$ cat src/rtl/bf16_mult_pkg.sv
// Shared constants, operand classes and result kinds for the pipelined BF16 x BF16 -> FP32 multiplier.
package bf16_mult_pkg;

  localparam int BF16_EXP_W = 8;
  localparam int BF16_MAN_W = 7;
  localparam int FP32_EXP_W = 8;
  localparam int FP32_MAN_W = 23;
  localparam int EXP_BIAS   = 127;

  localparam logic [31:0] FP32_QNAN = 32'h7FC0_0000;

  // Flag vector per lane is {invalid, overflow, underflow}
  localparam int FLAG_INVALID   = 2;
  localparam int FLAG_OVERFLOW  = 1;
  localparam int FLAG_UNDERFLOW = 0;

  typedef enum logic [2:0] {
    CLS_ZERO,
    CLS_SUB,
    CLS_NORM,
    CLS_INF,
    CLS_NAN
  } fp_class_e;

  typedef enum logic [1:0] {
    RES_NUM,
    RES_NAN,
    RES_INF,
    RES_ZERO
  } res_kind_e;

  function automatic fp_class_e classify(input logic [15:0] x);
    if (x[14:7] == 8'h00) return (x[6:0] == 7'd0) ? CLS_ZERO : CLS_SUB;
    if (x[14:7] == 8'hFF) return (x[6:0] == 7'd0) ? CLS_INF : CLS_NAN;
    return CLS_NORM;
  endfunction

endpackage

$ cat src/rtl/bf16_mult_pipe_lane.sv
// One multiplier lane: S1 unpack/classify, S2 mantissa product + exponent sum, S3 normalise/pack.
// Optional subnormal support is selected with the BF16_MULT_DENORM_EN macro.
module bf16_mult_lane
  import bf16_mult_pkg::*;
(
  input  logic        clk,
  input  logic        rst_n,
  input  logic        i_en1,
  input  logic        i_en2,
  input  logic        i_en3,
  input  logic [15:0] i_a,
  input  logic [15:0] i_b,
  output logic [31:0] o_p,
  output logic [2:0]  o_flags
);

  // ---------------- S1: unpack / classify ----------------
  fp_class_e  w_cls_a, w_cls_b;
  logic [7:0] w_exp_a, w_exp_b;
  logic [7:0] w_man_a, w_man_b;

  assign w_cls_a = classify(i_a);
  assign w_cls_b = classify(i_b);
  // Subnormals sit at exponent 1 with a clear hidden bit
  assign w_exp_a = (w_cls_a == CLS_SUB) ? 8'd1 : i_a[14:7];
  assign w_exp_b = (w_cls_b == CLS_SUB) ? 8'd1 : i_b[14:7];
  assign w_man_a = {(w_cls_a == CLS_NORM), i_a[6:0]};
  assign w_man_b = {(w_cls_b == CLS_NORM), i_b[6:0]};

  logic       r_s1_sign;
  fp_class_e  r_s1_cls_a, r_s1_cls_b;
  logic [7:0] r_s1_exp_a, r_s1_exp_b;
  logic [7:0] r_s1_man_a, r_s1_man_b;

  always_ff @(posedge clk or negedge rst_n) begin
    if (!rst_n) begin
      r_s1_sign  <= 1'b0;
      r_s1_cls_a <= CLS_ZERO;
      r_s1_cls_b <= CLS_ZERO;
      r_s1_exp_a <= 8'd0;
      r_s1_exp_b <= 8'd0;
      r_s1_man_a <= 8'd0;
      r_s1_man_b <= 8'd0;
    end else if (i_en1) begin
      r_s1_sign  <= i_a[15] ^ i_b[15];
      r_s1_cls_a <= w_cls_a;
      r_s1_cls_b <= w_cls_b;
      r_s1_exp_a <= w_exp_a;
      r_s1_exp_b <= w_exp_b;
      r_s1_man_a <= w_man_a;
      r_s1_man_b <= w_man_b;
    end
  end

  // ---------------- S2: special decode, multiply, exponent sum ----------------
  logic             w_zero_a, w_zero_b, w_inf_a, w_inf_b, w_nan_any, w_flush;
  res_kind_e        w_kind;
  logic [15:0]      w_prod;
  logic signed [9:0] w_esum;

`ifdef BF16_MULT_DENORM_EN
  assign w_zero_a = (r_s1_cls_a == CLS_ZERO);
  assign w_zero_b = (r_s1_cls_b == CLS_ZERO);
  assign w_flush  = 1'b0;
`else
  assign w_zero_a = (r_s1_cls_a == CLS_ZERO) || (r_s1_cls_a == CLS_SUB);
  assign w_zero_b = (r_s1_cls_b == CLS_ZERO) || (r_s1_cls_b == CLS_SUB);
  assign w_flush  = (r_s1_cls_a == CLS_SUB) || (r_s1_cls_b == CLS_SUB);
`endif
  assign w_inf_a   = (r_s1_cls_a == CLS_INF);
  assign w_inf_b   = (r_s1_cls_b == CLS_INF);
  assign w_nan_any = (r_s1_cls_a == CLS_NAN) || (r_s1_cls_b == CLS_NAN) ||
                     (w_inf_a && w_zero_b) || (w_zero_a && w_inf_b);

  always_comb begin
    w_kind = RES_NUM;
    if (w_nan_any)                w_kind = RES_NAN;
    else if (w_inf_a || w_inf_b)  w_kind = RES_INF;
    else if (w_zero_a || w_zero_b) w_kind = RES_ZERO;
  end

  assign w_prod = {8'd0, r_s1_man_a} * {8'd0, r_s1_man_b};
  assign w_esum = $signed({2'b00, r_s1_exp_a}) + $signed({2'b00, r_s1_exp_b}) - 10'sd127;

  logic              r_s2_sign;
  res_kind_e         r_s2_kind;
  logic              r_s2_flush;
  logic [15:0]       r_s2_prod;
  logic signed [9:0] r_s2_esum;

  always_ff @(posedge clk or negedge rst_n) begin
    if (!rst_n) begin
      r_s2_sign  <= 1'b0;
      r_s2_kind  <= RES_ZERO;
      r_s2_flush <= 1'b0;
      r_s2_prod  <= 16'd0;
      r_s2_esum  <= 10'sd0;
    end else if (i_en2) begin
      r_s2_sign  <= r_s1_sign;
      r_s2_kind  <= w_kind;
      r_s2_flush <= w_flush;
      r_s2_prod  <= w_prod;
      r_s2_esum  <= w_esum;
    end
  end

  // ---------------- S3: normalise / pack ----------------
  logic signed [9:0] w_exp;
  logic [22:0]       w_frac;

`ifdef BF16_MULT_DENORM_EN
  logic [3:0]        w_lz;
  logic [15:0]       w_norm;
  logic [23:0]       w_sig;
  logic signed [9:0] w_shamt;
  logic [22:0]       w_sub;

  always_comb begin
    w_lz = 4'd0;
    for (int i = 0; i < 16; i++) begin
      if (r_s2_prod[i]) w_lz = 4'(15 - i);
    end
  end

  assign w_norm  = r_s2_prod << w_lz;
  assign w_exp   = r_s2_esum + 10'sd1 - $signed({6'd0, w_lz});
  assign w_frac  = {w_norm[14:0], 8'd0};
  assign w_sig   = {w_norm, 8'd0};
  // Denormalising shift truncates, i.e. rounds toward zero
  assign w_shamt = 10'sd1 - w_exp;
  assign w_sub   = (w_shamt >= 10'sd24) ? 23'd0 : 23'(w_sig >> w_shamt[4:0]);
`else
  assign w_exp  = r_s2_esum + $signed({9'd0, r_s2_prod[15]});
  assign w_frac = r_s2_prod[15] ? {r_s2_prod[14:0], 8'd0} : {r_s2_prod[13:0], 9'd0};
`endif

  logic [31:0] w_p_next;
  logic [2:0]  w_f_next;

  always_comb begin
    w_p_next = 32'd0;
    w_f_next = 3'b000;
    case (r_s2_kind)
      RES_NAN: begin
        w_p_next               = FP32_QNAN;
        w_f_next[FLAG_INVALID] = 1'b1;
      end
      RES_INF:  w_p_next = {r_s2_sign, 8'hFF, 23'd0};
      RES_ZERO: begin
        w_p_next                 = {r_s2_sign, 31'd0};
        w_f_next[FLAG_UNDERFLOW] = r_s2_flush;
      end
      default: begin
        if (w_exp >= 10'sd255) begin
          w_p_next                = {r_s2_sign, 8'hFF, 23'd0};
          w_f_next[FLAG_OVERFLOW] = 1'b1;
        end else if (w_exp <= 10'sd0) begin
`ifdef BF16_MULT_DENORM_EN
          w_p_next = {r_s2_sign, 8'h00, w_sub};
`else
          w_p_next = {r_s2_sign, 31'd0};
`endif
          w_f_next[FLAG_UNDERFLOW] = 1'b1;
        end else begin
          w_p_next = {r_s2_sign, w_exp[7:0], w_frac};
        end
      end
    endcase
  end

  logic [31:0] r_p;
  logic [2:0]  r_flags;

  always_ff @(posedge clk or negedge rst_n) begin
    if (!rst_n) begin
      r_p     <= 32'd0;
      r_flags <= 3'b000;
    end else if (i_en3) begin
      r_p     <= w_p_next;
      r_flags <= w_f_next;
    end
  end

  assign o_p     = r_p;
  assign o_flags = r_flags;

endmodule

$ cat src/rtl/bf16_mult_pipe.sv
// LANES-wide 3-stage BF16 x BF16 -> FP32 multiplier with valid/ready handshake and sideband tag.
// Define BF16_MULT_DENORM_EN to enable subnormal inputs/outputs (default flushes them to zero).
module bf16_mult_pipe
  import bf16_mult_pkg::*;
#(
  parameter int LANES = 4,
  parameter int TAG_W = 8
) (
  input  logic                CLK,
  input  logic                RSTn,
  input  logic                in_valid,
  output logic                in_ready,
  input  logic [16*LANES-1:0] in_a,
  input  logic [16*LANES-1:0] in_b,
  input  logic [TAG_W-1:0]    in_tag,
  output logic                out_valid,
  input  logic                out_ready,
  output logic [32*LANES-1:0] out_p,
  output logic [TAG_W-1:0]    out_tag,
  output logic [3*LANES-1:0]  out_flags,
  output logic                busy
);

  logic r_v1, r_v2, r_v3;
  logic w_adv1, w_adv2, w_adv3;
  logic w_en1, w_en2, w_en3;

  // Ready ripples back combinationally so a full pipe still streams at 1 beat/cycle
  assign w_adv3 = out_ready || !r_v3;
  assign w_adv2 = !r_v2 || w_adv3;
  assign w_adv1 = !r_v1 || w_adv2;

  // Data registers only load real beats, so bubbles leave them untouched
  assign w_en1 = w_adv1 && in_valid;
  assign w_en2 = w_adv2 && r_v1;
  assign w_en3 = w_adv3 && r_v2;

  always_ff @(posedge CLK or negedge RSTn) begin
    if (!RSTn) begin
      r_v1 <= 1'b0;
      r_v2 <= 1'b0;
      r_v3 <= 1'b0;
    end else begin
      if (w_adv1) r_v1 <= in_valid;
      if (w_adv2) r_v2 <= r_v1;
      if (w_adv3) r_v3 <= r_v2;
    end
  end

  logic [TAG_W-1:0] r_tag1, r_tag2, r_tag3;

  always_ff @(posedge CLK or negedge RSTn) begin
    if (!RSTn) begin
      r_tag1 <= '0;
      r_tag2 <= '0;
      r_tag3 <= '0;
    end else begin
      if (w_en1) r_tag1 <= in_tag;
      if (w_en2) r_tag2 <= r_tag1;
      if (w_en3) r_tag3 <= r_tag2;
    end
  end

  generate
    for (genvar gi = 0; gi < LANES; gi++) begin : g_lane
      bf16_mult_lane u_lane (
        .clk     (CLK),
        .rst_n   (RSTn),
        .i_en1   (w_en1),
        .i_en2   (w_en2),
        .i_en3   (w_en3),
        .i_a     (in_a[16*gi +: 16]),
        .i_b     (in_b[16*gi +: 16]),
        .o_p     (out_p[32*gi +: 32]),
        .o_flags (out_flags[3*gi +: 3])
      );
    end
  endgenerate

  assign in_ready  = w_adv1;
  assign out_valid = r_v3;
  assign out_tag   = r_tag3;
  assign busy      = r_v1 || r_v2 || r_v3;

endmodule

$ cat config.mk
export PLATFORM = sky130hd
export DESIGN_NAME = bf16_mult_pipe
export DESIGN_NICKNAME = d
export VERILOG_FILES = /design/src/rtl/bf16_mult_pkg.sv /design/src/rtl/bf16_mult_pipe_lane.sv /design/src/rtl/bf16_mult_pipe.sv
export SDC_FILE = /design/constraint.sdc
export NUM_CORES = 2
export LEC_CHECK = 0
export BUFFER_PORTS_ARGS = -buffer_cell sky130_fd_sc_hd__buf_2
export CAP_MARGIN = 10
export CELL_PAD_IN_SITES_DETAIL_PLACEMENT = 2
export CELL_PAD_IN_SITES_GLOBAL_PLACEMENT = 2
export CORE_MARGIN = 3
export CORE_UTILIZATION = 41
export DETAILED_ROUTE_END_ITERATION = 10
export PLACE_DENSITY = 0.83
export SKIP_CTS_REPAIR_TIMING = 1
export SYNTH_ARGS = -nofsm -noshare
export SYNTH_HDL_FRONTEND = slang
export SYNTH_HIERARCHICAL = 1
export SYNTH_SLANG_ARGS = --single-unit
$ cat constraint.sdc
create_clock -name CLK -period 12.5 [get_ports CLK]
set_clock_uncertainty 0.15 [all_clocks]
set_input_delay 1.875 -clock CLK [delete_from_list [all_inputs] [get_ports CLK]]
set_output_delay 1.875 -clock CLK [all_outputs]
set_load 0.005 [all_outputs]
==> flow_metrics.tcl <==
set metrics [dict create \
    outcome "completed" \
    drc 0 \
    dieWidth_um 274.9 \
    busiest_layer "met2" \
    fp.dieArea_mm2 0.07555 \
    portBuffers 258 \
    routed_wl_um 92990 \
    grt_max_degree 155 \
    fp.dieH_um 274.9 \
    root_buffer "clkbuf_16" \
    regToRegStartpoint "g_lane[1].u_lane/r_s1_man_b[4]$_DFFE_PN0P_" \
    syn_to_final_growth_pct 12.41 \
    path_class "reg2reg" \
    synth_top_flop_cell "dfrtp_1" \
    synth_edf_count 0 \
    clock_latency_ns 0.59 \
    max_cap_viol_count 0 \
    power_density_mw_per_mm2 263.8 \
    setup.worst_path.start_class "register" \
    max_freq_ghz 0.1983 \
    met3_usage_pct 3.576 \
    fillers 7414 \
    synth_top_family_by_area "adder cells" \
    grt_util_all_layers_pct 24.85 \
    vias_per_cell 5.504 \
    worstPathCellList "and2_1 > fa_1 > fa_1 > fa_1 > inv_1 > fa_1 > inv_1 > ha_1 > nand2_1 > o21ai_0 > nand3_1 > o2111a_1 > or3_1" \
    antenna_found_initial 5 \
    vdd_drop_max_v 0.0001170 \
    fin_setup_tns_ns 0 \
    maxSlewViolCount 0 \
    slew_headroom_pct 24.00 \
    hold_end "g_lane[1].u_lane/o_flags[1]$_DFFE_PN0P_" \
    drive_gt1_share_pct 20.40 \
    synth-seq-cells 411 \
    holdCritStartpoint "g_lane[1].u_lane/o_flags[1]$_DFFE_PN0P_" \
    min_path_cells 1 \
    r2r_end "g_lane[1].u_lane/r_s2_prod[14]$_DFFE_PN0P_" \
    synth_cells 2897 \
    required_ns 12.82 \
    post-dp-hpwl_um 69210 \
    endpoint_kind "register" \
    path_max_fanout 9 \
    core_area_mm2 0.07076 \
    synth_mux_area_share_pct 9.330 \
    final.min_clock_period_ns 5.042 \
    cts_tree "built" \
    yosysSeqAreaShare_pct 34.74 \
    regToRegSetupSlack_ns 7.46 \
    hp-class "reg2reg" \
    cp_data_arrival_time_ns 5.36 \
    slowest_stage "fa_1" \
    ys_types 109 \
    cellLeakagePower_nw 15.61 \
    reg2reg_depth 13 \
    cts_inserted_buffers 51 \
    met2_usage_pct 44.90 \
    cpMostUsedCell "fa_1" \
    worstMarginPinSlew_ns 1.130 \
    synthSimpleGateAreaFrac_pct 13.19 \
    grt_pass1_wl_um 149900 \
    first_pass_iters 5 \
    drt_iter0_markers 877 \
    hold_viol_final 0 \
    std_cell_rows 97 \
    finalSetupViolations 0 \
    numClockSinks 411 \
    cts.clk_slew.worst_paths_ns 0.06 \
    async_reset_ff_share_pct 100.0 \
    syn_area_mm2 0.02964 \
    fin_crit_sh_pct 40.33 \
    grt_pass1_vias 26090 \
    fin_ws_ns 7.458 \
    htreeDepth 2 \
    cts_buffer_depth 3 \
    ant_nets 0 \
    dr_total_vias 22550 \
    gp_congestion 0.8091 \
    use_met1_pct 30.04 \
    io_pins 291 \
    yosys_warnings 6 \
    start_util_pct 41.88 \
    synth_xor_area_share_pct 2.157 \
    rsz0062_at_grt "false" \
    overflow 0 \
    cpPeakStageDelay_ns 0.58 \
    place_ws_ns 7.130 \
    synth-compound-area-share_pct 13.27 \
    synthAdderAreaFrac_pct 19.79 \
    detail_route.wl_per_cell_um 22.70 \
    synth_area_per_cell_um2 10.23 \
    final_nets 3631 \
]
-- kinds of logic (layout without fill, tap and decap cells) --
| logic type | Yosys count | in the layout |
|---|---|---|
| other | 4 | 37 |
| AO/OA/AOI/OAI | 541 | 541 |
| adder cells (fa/ha/maj) | 380 | 380 |
| XOR/XNOR | 73 | 73 |
| AND/OR/NAND/NOR | 719 | 719 |
| multiplexers | 252 | 252 |
| flip-flops | 411 | 411 |
| buffers and inverters | 517 | 744 |
-- cells in the final DEF (no fill, tap or decap), drive strengths merged, types with 72 or more instances in the layout --
cell type / n
dfrtp: 403
inv: 389
buf: 264
ha: 232
and2: 210
mux2: 194
nand2: 151
fa: 148
o21ai: 143
nor2: 112
a21oi: 112
clkbuf: 72
-- flip-flops by register name, indices dropped and copies added (netlist names), 32 cells and up --
signal                    count
g_lane.u_lane/o_p            96
g_lane.u_lane/r_s1_exp_a     32
g_lane.u_lane/r_s1_exp_b     32
g_lane.u_lane/r_s1_man_a     32
g_lane.u_lane/r_s1_man_b     32
g_lane.u_lane/r_s2_esum      40
g_lane.u_lane/r_s2_prod      64
-- Yosys cell counts (17+ instances only) --
cell	n	share of area (%)
a211oi_1	17	0.43
a21o_1	31	0.79
a21oi_1	111	1.9
and2_1	208	4.4
buf_4	41	1.0
clkbuf_1	53	0.67
dfrtp_1	403	34
fa_1	148	10
ha_1	232	9.8
inv_1	384	4.9
mux2_2	194	7.4
mux2i_1	58	2.0
nand2_1	147	1.9
nand3_1	42	0.71
nand4_1	34	0.72
nor2_1	112	1.4
nor3_1	32	0.54
nor4_1	36	0.76
o21a_1	18	0.46
o21ai_0	139	2.3
xnor2_1	56	1.7
xor2_1	17	0.50
-- stage by stage --
stage / cell area, µm² / utilization, % / hold WS [ns] / cells / power, W
after floorplan: 29740 / - / 0.2996 / 2925 / 0.005603
after global placement: 31520 / 44.55 / 0.3159 / 3998 / 0.006668
after detailed placement: 31520 / 44.55 / 0.3238 / 3998 / 0.007142
after CTS: 33300 / 47.07 / 0.3394 / 4092 / 0.008884
after global routing: 33310 / 47.08 / 0.3622 / 4097 / 0.009602
final: 33310 / 47.08 / 0.3354 / 4097 / 0.008787
-- power by group --
group	internal [W]	switching [W]	total, W
logic	0.00214	0.00283	0.00497
clock network	0.000948	0.000626	0.00157
registers	0.00173	0.000516	0.00224
-- per-layer routing --
| metal | share of wire (%) | vias to the layer above |
|---|---|---|
| met4 | 3.5 | 0 |
| met3 | 3.5 | 173 |
| met1 | 41 | 11630 |
| li1 | - | 10350 |
| met2 | 52 | 402 |
| met5 | 0 | - |
-- worst max-delay path by stage --
stage	startpoint	to	slack, ns	depth (start not counted)
6_report	g_lane[1].u_lane/r_s1_man_b[4]$_DFFE_PN0P_	g_lane[1].u_lane/r_s2_prod[14]$_DFFE_PN0P_	7.46	13
5_1_grt	g_lane[0].u_lane/r_s1_man_a[0]$_DFFE_PN0P_	g_lane[0].u_lane/r_s2_prod[13]$_DFFE_PN0P_	7.19	15
4_1_cts	g_lane[0].u_lane/r_s1_man_a[0]$_DFFE_PN0P_	g_lane[0].u_lane/r_s2_prod[13]$_DFFE_PN0P_	7.50	15
3_5_place_dp	out_ready	g_lane[2].u_lane/r_s2_esum[6]$_DFFE_PN0P_	7.13	8
3_3_place_gp	out_ready	g_lane[2].u_lane/r_s2_esum[6]$_DFFE_PN0P_	7.31	8
2_1_floorplan	g_lane[1].u_lane/r_s1_man_a[1]$_DFFE_PN0P_	g_lane[1].u_lane/r_s2_prod[14]$_DFFE_PN0P_	8.13	13
-- area by class of cell --
type	count	area, µm²	area share (%)
Timing Repair Buffer	264	1359	4.079
Clock inverter	22	265.3	0.7962
Sequential cell	411	10290	30.90
Tap cell	940	1176	3.530
Antenna cell	5	12.51	0.03756
Inverter	386	1461	4.387
Clock buffer	72	1515	4.548
Multi-Input combinational cell	1997	17230	51.72
-- critical path, delay by kind of cell (launching register included) --
kind,cells,cell delay (ns)
compound gates,2,0.73
fa+ha+maj,5,2.50
buf+inv,2,0.12
flops,1,0.50
simple gates,4,0.94
(Power assumes the default switching activity.)
